--- src/rtl/vga_fb_write_ctrl.sv ---
// Framebuffer write-port sequencer: arbitrates a single-pixel stream against a
// rectangle-fill engine. Optional macro VGA_FB_VBLANK_ONLY_EN restricts grants to vblank.
module vga_fb_write_ctrl #(
  parameter int X_W = 7,
  parameter int Y_W = 6,
  parameter int D_W = 4
) (
  input  logic               clk,
  input  logic               rst,
  input  logic               px_valid,
  output logic               px_ready,
  input  logic [X_W-1:0]     px_x,
  input  logic [Y_W-1:0]     px_y,
  input  logic [D_W-1:0]     px_color,
  input  logic               fill_start,
  input  logic [X_W-1:0]     fill_x0,
  input  logic [X_W-1:0]     fill_x1,
  input  logic [Y_W-1:0]     fill_y0,
  input  logic [Y_W-1:0]     fill_y1,
  input  logic [D_W-1:0]     fill_color,
  output logic               fill_busy,
  output logic               fill_done,
  input  logic               vblank,
  output logic [X_W+Y_W-1:0] fb_adress,
  output logic [D_W-1:0]     fb_adat,
  output logic               fb_we
);

  typedef enum logic {IDLE, FILL} state_e;

  state_e             state_q, state_d;
  logic               rr_q, rr_d;  // 1: pixel wins the next contended cycle
  logic [X_W-1:0]     xmin_q, xmin_d, xmax_q, xmax_d, cx_q, cx_d;
  logic [Y_W-1:0]     ymin_q, ymin_d, ymax_q, ymax_d, cy_q, cy_d;
  logic [D_W-1:0]     color_q, color_d;
  logic [X_W+Y_W-1:0] adr_q, adr_d;
  logic [D_W-1:0]     dat_q, dat_d;
  logic               we_q, we_d;
  logic               done_q, done_d;
  logic               gate, px_grant, fill_grant, last_pix;

`ifdef VGA_FB_VBLANK_ONLY_EN
  assign gate = vblank;
`else
  logic unused_vblank;
  assign unused_vblank = vblank;
  assign gate = 1'b1;
`endif

  assign last_pix = (cx_q == xmax_q) && (cy_q == ymax_q);

  always_ff @(posedge clk) begin
    if (rst) begin
      state_q <= IDLE;
      rr_q    <= 1'b0;
      xmin_q  <= '0;
      xmax_q  <= '0;
      ymin_q  <= '0;
      ymax_q  <= '0;
      cx_q    <= '0;
      cy_q    <= '0;
      color_q <= '0;
      adr_q   <= '0;
      dat_q   <= '0;
      we_q    <= 1'b0;
      done_q  <= 1'b0;
    end else begin
      state_q <= state_d;
      rr_q    <= rr_d;
      xmin_q  <= xmin_d;
      xmax_q  <= xmax_d;
      ymin_q  <= ymin_d;
      ymax_q  <= ymax_d;
      cx_q    <= cx_d;
      cy_q    <= cy_d;
      color_q <= color_d;
      adr_q   <= adr_d;
      dat_q   <= dat_d;
      we_q    <= we_d;
      done_q  <= done_d;
    end
  end

  always_comb begin
    state_d = state_q;
    case (state_q)
      IDLE:    if (fill_start) state_d = FILL;
      FILL:    if (fill_grant && last_pix) state_d = IDLE;
      default: state_d = IDLE;
    endcase
  end

  // px_ready depends only on state, rr bit and gate, never on px_valid
  always_comb begin
    px_ready = 1'b0;
    if (!rst && gate) begin
      case (state_q)
        IDLE:    px_ready = 1'b1;
        FILL:    px_ready = rr_q;
        default: px_ready = 1'b0;
      endcase
    end
    px_grant   = px_valid && px_ready;
    fill_grant = !rst && gate && (state_q == FILL) && !px_grant;
  end

  always_comb begin
    rr_d    = rr_q;
    xmin_d  = xmin_q;
    xmax_d  = xmax_q;
    ymin_d  = ymin_q;
    ymax_d  = ymax_q;
    cx_d    = cx_q;
    cy_d    = cy_q;
    color_d = color_q;
    adr_d   = adr_q;
    dat_d   = dat_q;
    we_d    = px_grant || fill_grant;
    done_d  = fill_grant && last_pix;
    if (px_grant) begin
      rr_d  = 1'b0;
      adr_d = {px_y, px_x};
      dat_d = px_color;
    end
    if (fill_grant) begin
      rr_d  = 1'b1;
      adr_d = {cy_q, cx_q};
      dat_d = color_q;
      if (cx_q == xmax_q) begin
        cx_d = xmin_q;
        cy_d = cy_q + 1'b1;
      end else begin
        cx_d = cx_q + 1'b1;
      end
    end
    if (state_q == IDLE && fill_start) begin
      xmin_d  = (fill_x0 < fill_x1) ? fill_x0 : fill_x1;
      xmax_d  = (fill_x0 < fill_x1) ? fill_x1 : fill_x0;
      ymin_d  = (fill_y0 < fill_y1) ? fill_y0 : fill_y1;
      ymax_d  = (fill_y0 < fill_y1) ? fill_y1 : fill_y0;
      cx_d    = xmin_d;
      cy_d    = ymin_d;
      color_d = fill_color;
    end
  end

  assign fill_busy = (state_q == FILL);
  assign fill_done = done_q;
  assign fb_adress = adr_q;
  assign fb_adat   = dat_q;
  assign fb_we     = we_q;

endmodule
--- config.mk ---
export PLATFORM = sky130hd
export DESIGN_NAME = vga_fb_write_ctrl
export DESIGN_NICKNAME = d
export VERILOG_FILES = /design/src/rtl/vga_fb_write_ctrl.sv
export SDC_FILE = /design/constraint.sdc
export NUM_CORES = 1
export LEC_CHECK = 0
export BUFFER_PORTS_ARGS = -buffer_cell sky130_fd_sc_hd__buf_2
export CAP_MARGIN = 20
export CORE_ASPECT_RATIO = 1.1
export CORE_UTILIZATION = 59
export DETAILED_ROUTE_END_ITERATION = 8
export PLACE_DENSITY = 0.93
export SYNTH_ARGS = -nofsm -noshare
export SYNTH_HDL_FRONTEND = slang
export SYNTH_SLANG_ARGS = --single-unit
--- constraint.sdc ---
create_clock -name clk -period 3.46 [get_ports clk]
set_input_delay 0.173 -clock clk [delete_from_list [all_inputs] [get_ports clk]]
set_output_delay 0.173 -clock clk [all_outputs]
set_load 0.05 [all_outputs]
---- Word-level counts from Yosys, hierarchy flattened ----
Cells that the tools add are included.
cells by class
  add/subtract/negate cells ............... 2
  magnitude comparators ................... 2
  equal/unequal tests ..................... 2
  multiplexer cells ....................... 21
  bitwise gates (word level) .............. 1
  reductions and logical operators ........ 13
operator list
  cell                                         count
  2-to-1 mux 7 bit                             5
  2-to-1 mux 6 bit                             5
  2-to-1 mux 13 bit                            2
  2-to-1 mux 4 bit                             2
  adder 7 x 1 -> 7 bit, second input constant  1
  equality test 7 bit                          1
  < comparator 7 bit                           1
  adder 6 x 1 -> 6 bit, second input constant  1
  equality test 6 bit                          1
  logical AND 1 bit                            6
  < comparator 6 bit                           1
  nonzero test 2 bit                           3
  2-to-1 mux 1 bit                             5
  case mux 1 bit (2 select lines)              2
  logical NOT 1 bit                            2
  AND reduction 2 bit                          1
  logical OR 1 bit                             1
  NOT 1 bit                                    1
storage, ports and cells
  flip-flop bits (word level) ............. 58
  output and inout port bits .............. 21
  word-level logic and storage cells ...... 53

---- Longest topological paths before layout ----
  depth in word-level cells ............... 9
  mapped depth ............................ 8
  mapped depth without buffers ............ 7

---- Worst setup path after synthesis ----
OpenSTA, ideal clock, no wires.
  path type ............................... reg2reg
  start point ............................. register state_q (netlist: fill_busy)
  end point ............................... register adr_q[1] (netlist: fb_adress[1])
  arrival time ............................ 2.343 ns
  path slack .............................. 0.983 ns
  stages on the path, launching flop included .. 7
  path buffers ............................ 3
  clock period less this slack ............ 2.477 ns
  path through ............................ dfxtp_1 > clkbuf_1 > a21oi_1 > and2_1 > clkbuf_1 > clkbuf_1 > o31ai_1
between the ends
  cells in the longest elaborated chain, start to end .. 7
RTL lines
  what                                                            RTL line  RTL
  from (decl)                                                     31        state_e state_q, state_d;
  from (signal assigned)                                          68        state_q <= state_d;
  NOT 1 bit                                                       n/a
  case mux 1 bit (2 select lines) (*)                             97        case (state_q)
  2-to-1 mux 1 bit (*)                                            96        if (!rst && gate) begin
  net px_ready                                                    11        output logic px_ready,
  logical AND 1 bit (*)                                           103       px_grant = px_valid && px_ready;
  logical NOT 1 bit                                               104       fill_grant = !rst && gate && (state_q == FILL) && !px_grant;
  logical AND 1 bit                                               104
  2-to-1 mux 13 bit / nonzero test 2 bit (equally long branches)  n/a
  to (signal assigned)                                            77        adr_q <= adr_d;
  to (decl)                                                       36        logic [X_W+Y_W-1:0] adr_q, adr_d;
Mark *: on every way through the listed nets, which the timed path passes. The rest lies on a longest branch.
A chain may end at the register's enable or synchronous reset.

---- Worst setup path after layout ----
  start point ............................. input port fill_x1[5]
  end point ............................... register cx_q[1]
between the ends
  cells in the longest elaborated chain, start to end .. 3
RTL lines
  what                  RTL line  RTL
  from (decl)           17        input logic [X_W-1:0] fill_x1,
  < comparator 7 bit    137       xmin_d = (fill_x0 < fill_x1) ? fill_x0 : fill_x1;
  2-to-1 mux 7 bit      137
  2-to-1 mux 7 bit      136       if (state_q == IDLE && fill_start) begin
  to (signal assigned)  60        cx_q <= '0;
  to (signal assigned)  74        cx_q <= cx_d;
  to (decl)             33        logic [X_W-1:0] xmin_q, xmin_d, xmax_q, xmax_d, cx_q, cx_d;
No other way between the ends.

==> impl_results.md <==
* RSZ-0062 raised after global routing: no
* CTS max path bufs at 2
* Core area at about 5400 um^2
* Fin cells at a little over 500
* Die area at 5940 um^2
* Worst vdd ir at 0.000372 V
* CP Max Fanout at 13
* Cell Rows at 28
* Post-DRT Antenna Nets at 0
* Router iterations before antenna repair at 4
* Area of all sequential standard cells at 1160 um^2
* Most frequent cells in the layout: buf_2 (71), dfxtp_1 (58), mux2i_1 (39), nor2_1 (36), nand2_1 (34)
* Setup_tns at 0 ns
* Post_cts resized at 0
* Largest area contributor in the netlist: dfxtp_1
* Setup crit end kind: flop
* R2R Setup Slk at approximately 1.3 ns
* Drt wl/cell at roughly 15 um
* Initial Util at 0.616
* Top FF cell, synth: dfxtp_1
* Clk_lat worst skew at 0.34 ns
* Reg2Reg Launch Point: fill_busy
* Critical Path RT at 3.71 ns
* # clock sinks at 58
* Type of the most critical hold path: in -> reg
* Dpl cells at 494
* Async SR Flop Fraction at 0
* Routed vias at approximately 3,000
* TritonCTS clock tree: yes
* Worst-path clk slew at roughly 0.07 ns
* R2R Path End: ymax_q[2]
* Post-DP Area at 3690 um^2
* Fmax at 470 MHz
* ANT cells at 0
* Syn_area_per_cell at ~9.0 um^2
* Cells after Synth at between 300 and 400
* Largest net degree at the start of global routing at just under 60
* Critical path class: in -> reg
* Sequential-to-total area share from yosys stat at 0.349
* Final hold slack at ~0.027 ns
* Worst Tran Pin Value at between 0.8 and 0.9 ns
* Data arrival, critical path at 2.38 ns
* Layout cells sized above 1 at 0.250
* Pwr/cell area at between 400 and 500 nW/um^2
* Synth top area share at 0.349
* Total grt overflow at 0
* CTS Root Cell: clkbuf_8
* Synth warn at 0
* R2R cell count at 5
* Filler cells at between 400 and 500
* Status: completed
* Final hold violations at 0
* Design Area, Final at just under 4000 um^2
* Final net count at a little under 500
* Routed vias/inst at between 5 and 6
* Initial antenna violation count at 0
* Critical path endpoint: cx_q[1]
* Unique masters post-synth at 50
* First-pass GRT wire length at around 12,000 um
* Total Wirelength at between 7000 and 8000 um
* Crit. Startpoint: fill_x1[5]
* Overall routing resource usage at 0.266
* Port-buffer cells at between 70 and 80
* Startpoint types: primary input
* Ratio of final minimum period to clock period at 0.615
* P&R area growth vs syn at 18.0%
* Commonest non-fill, non-tap cell in the layout: buf_2
* Util after Layout at 0.727
* Vias in the first global route at ~2,800
* Slew HR at 0.422
* EDFF count, synth at 0
* Synthesized flop and latch total at 58
* Post-DP HPWL at ~5400 um
* Lkg Pwr at 1.84 nW
* Area of the multi-input gates at around 2000 um^2
* Hold-fix buffers at CTS at 0
* Final max-slew violation count at 0
* Final Setup Violations at 0
* Die Ht at 80.7 um
* DRC Markers at 0
* Crit path time final at approximately 2.1 ns
* Gpl congestion at 0.876
* Max_cap viols at 0
* Syn Nets at 435
* IO Pins at 73
* Inserted Clock Buffers at 9
* Max H-tree Level at 3
* Syn Std Cell Area at 3320 um^2
* Initial drt markers at 139
* Die X-Extent at around 74 um
* Ranking of synthesized cells by area: dfxtp_1 (35%), mux2i_1 (12%), a211oi_1 (5.0%), ha_1 (4.9%), o31ai_1 (4.3%)
* Setup bufs post-CTS at 0
* Clk_skew at roughly 0.0086 ns
-- through the flow --
| stage | setup slack [ns] | total power [W] |
|---|---|---|
| floorplan | 0.983 | 0.00115 |
| global placement | 1.10 | 0.00125 |
| detailed placement | 1.01 | 0.00127 |
| CTS | 1.29 | 0.00195 |
| global route | 1.20 | 0.00204 |
| finish | 1.33 | 0.00195 |
-- logic make-up after synthesis --
group           share of synthesized area
flops                               0.349
buf+inv                            0.0534
simple gates                        0.177
compound gates                      0.188
mux                                 0.134
fa+ha+maj                          0.0489
xor+xnor                           0.0497
-- metal layers --
layer | track usage | share of wire | vias to the layer above
li1 | - | - | 1458
met1 | 0.305 | 0.41 | 1384
met2 | 0.470 | 0.51 | 114
met3 | 0.0640 | 0.055 | 17
met4 | 0.112 | 0.027 | 0
met5 | 0 | 0 | -
-- cell usage after synthesis, drive strengths merged, types with 4 or more instances --
cell / number
xnor2: 4
clkbuf: 18
buf: 9
mux2i: 39
o31ai: 19
inv: 14
ha: 13
xor2: 14
nor4: 4
dfxtp: 58
nand2: 35
nand3: 5
nor2: 36
nand2b: 4
a211oi: 24
and3: 7
a21oi: 13
and4: 4
nor3: 8
mux2: 5
-- how the worst min path moves through the flow --
| stage | start | endpoint | slack, ns | cells after the start |
|---|---|---|---|---|
| global route | px_y[4] | fb_adress[11] | 0.03 | 3 |
| floorplan | px_color[0] | fb_adat[0] | 0.28 | 2 |
| finish | px_x[5] | fb_adress[5] | 0.03 | 3 |
| global placement | px_x[1] | fb_adress[1] | 0.37 | 3 |
| CTS | px_x[1] | fb_adress[1] | 0.02 | 3 |
| detailed placement | px_x[1] | fb_adress[1] | 0.37 | 3 |
-- state kept, by name, indices dropped and copies added, names as in the netlist --
| name | flops |
|---|---|
| color_q | 4 |
| cx_q | 7 |
| cy_q | 6 |
| fb_adat | 4 |
| fb_adress | 13 |
| fb_we | 1 |
| fill_busy | 1 |
| fill_done | 1 |
| rr_q | 1 |
| xmax_q | 7 |
| xmin_q | 7 |
| ymax_q | 6 |
-- where the power goes --
group	switching [W]	internal, W	total [W]
Clock	0.000258	0.000427	0.000684
Sequential	0.0000563	0.000728	0.000785
Combinational	0.000293	0.000185	0.000478
Total	0.000607	0.00134	0.00195
-- layout make-up --
type / count / area share
inverters: 14 / 0.0134
clock buffers: 14 / 0.0389
flip-flops and latches: 58 / 0.296
well taps: 75 / 0.0239
repair buffers: 77 / 0.104
clock inverters: 2 / 0.0153
multi-input cells: 271 / 0.508
-- worst max-delay path, cell delays in order --
cell      delay (ns)
buf_2           0.10
inv_1           0.05
ha_1            0.35
a21oi_2         0.20
nand2_1         0.11
a221oi_4        0.74
mux2_2          0.43
a211oi_1        0.22
No activity file was read; power rests on OpenSTA's default activity.
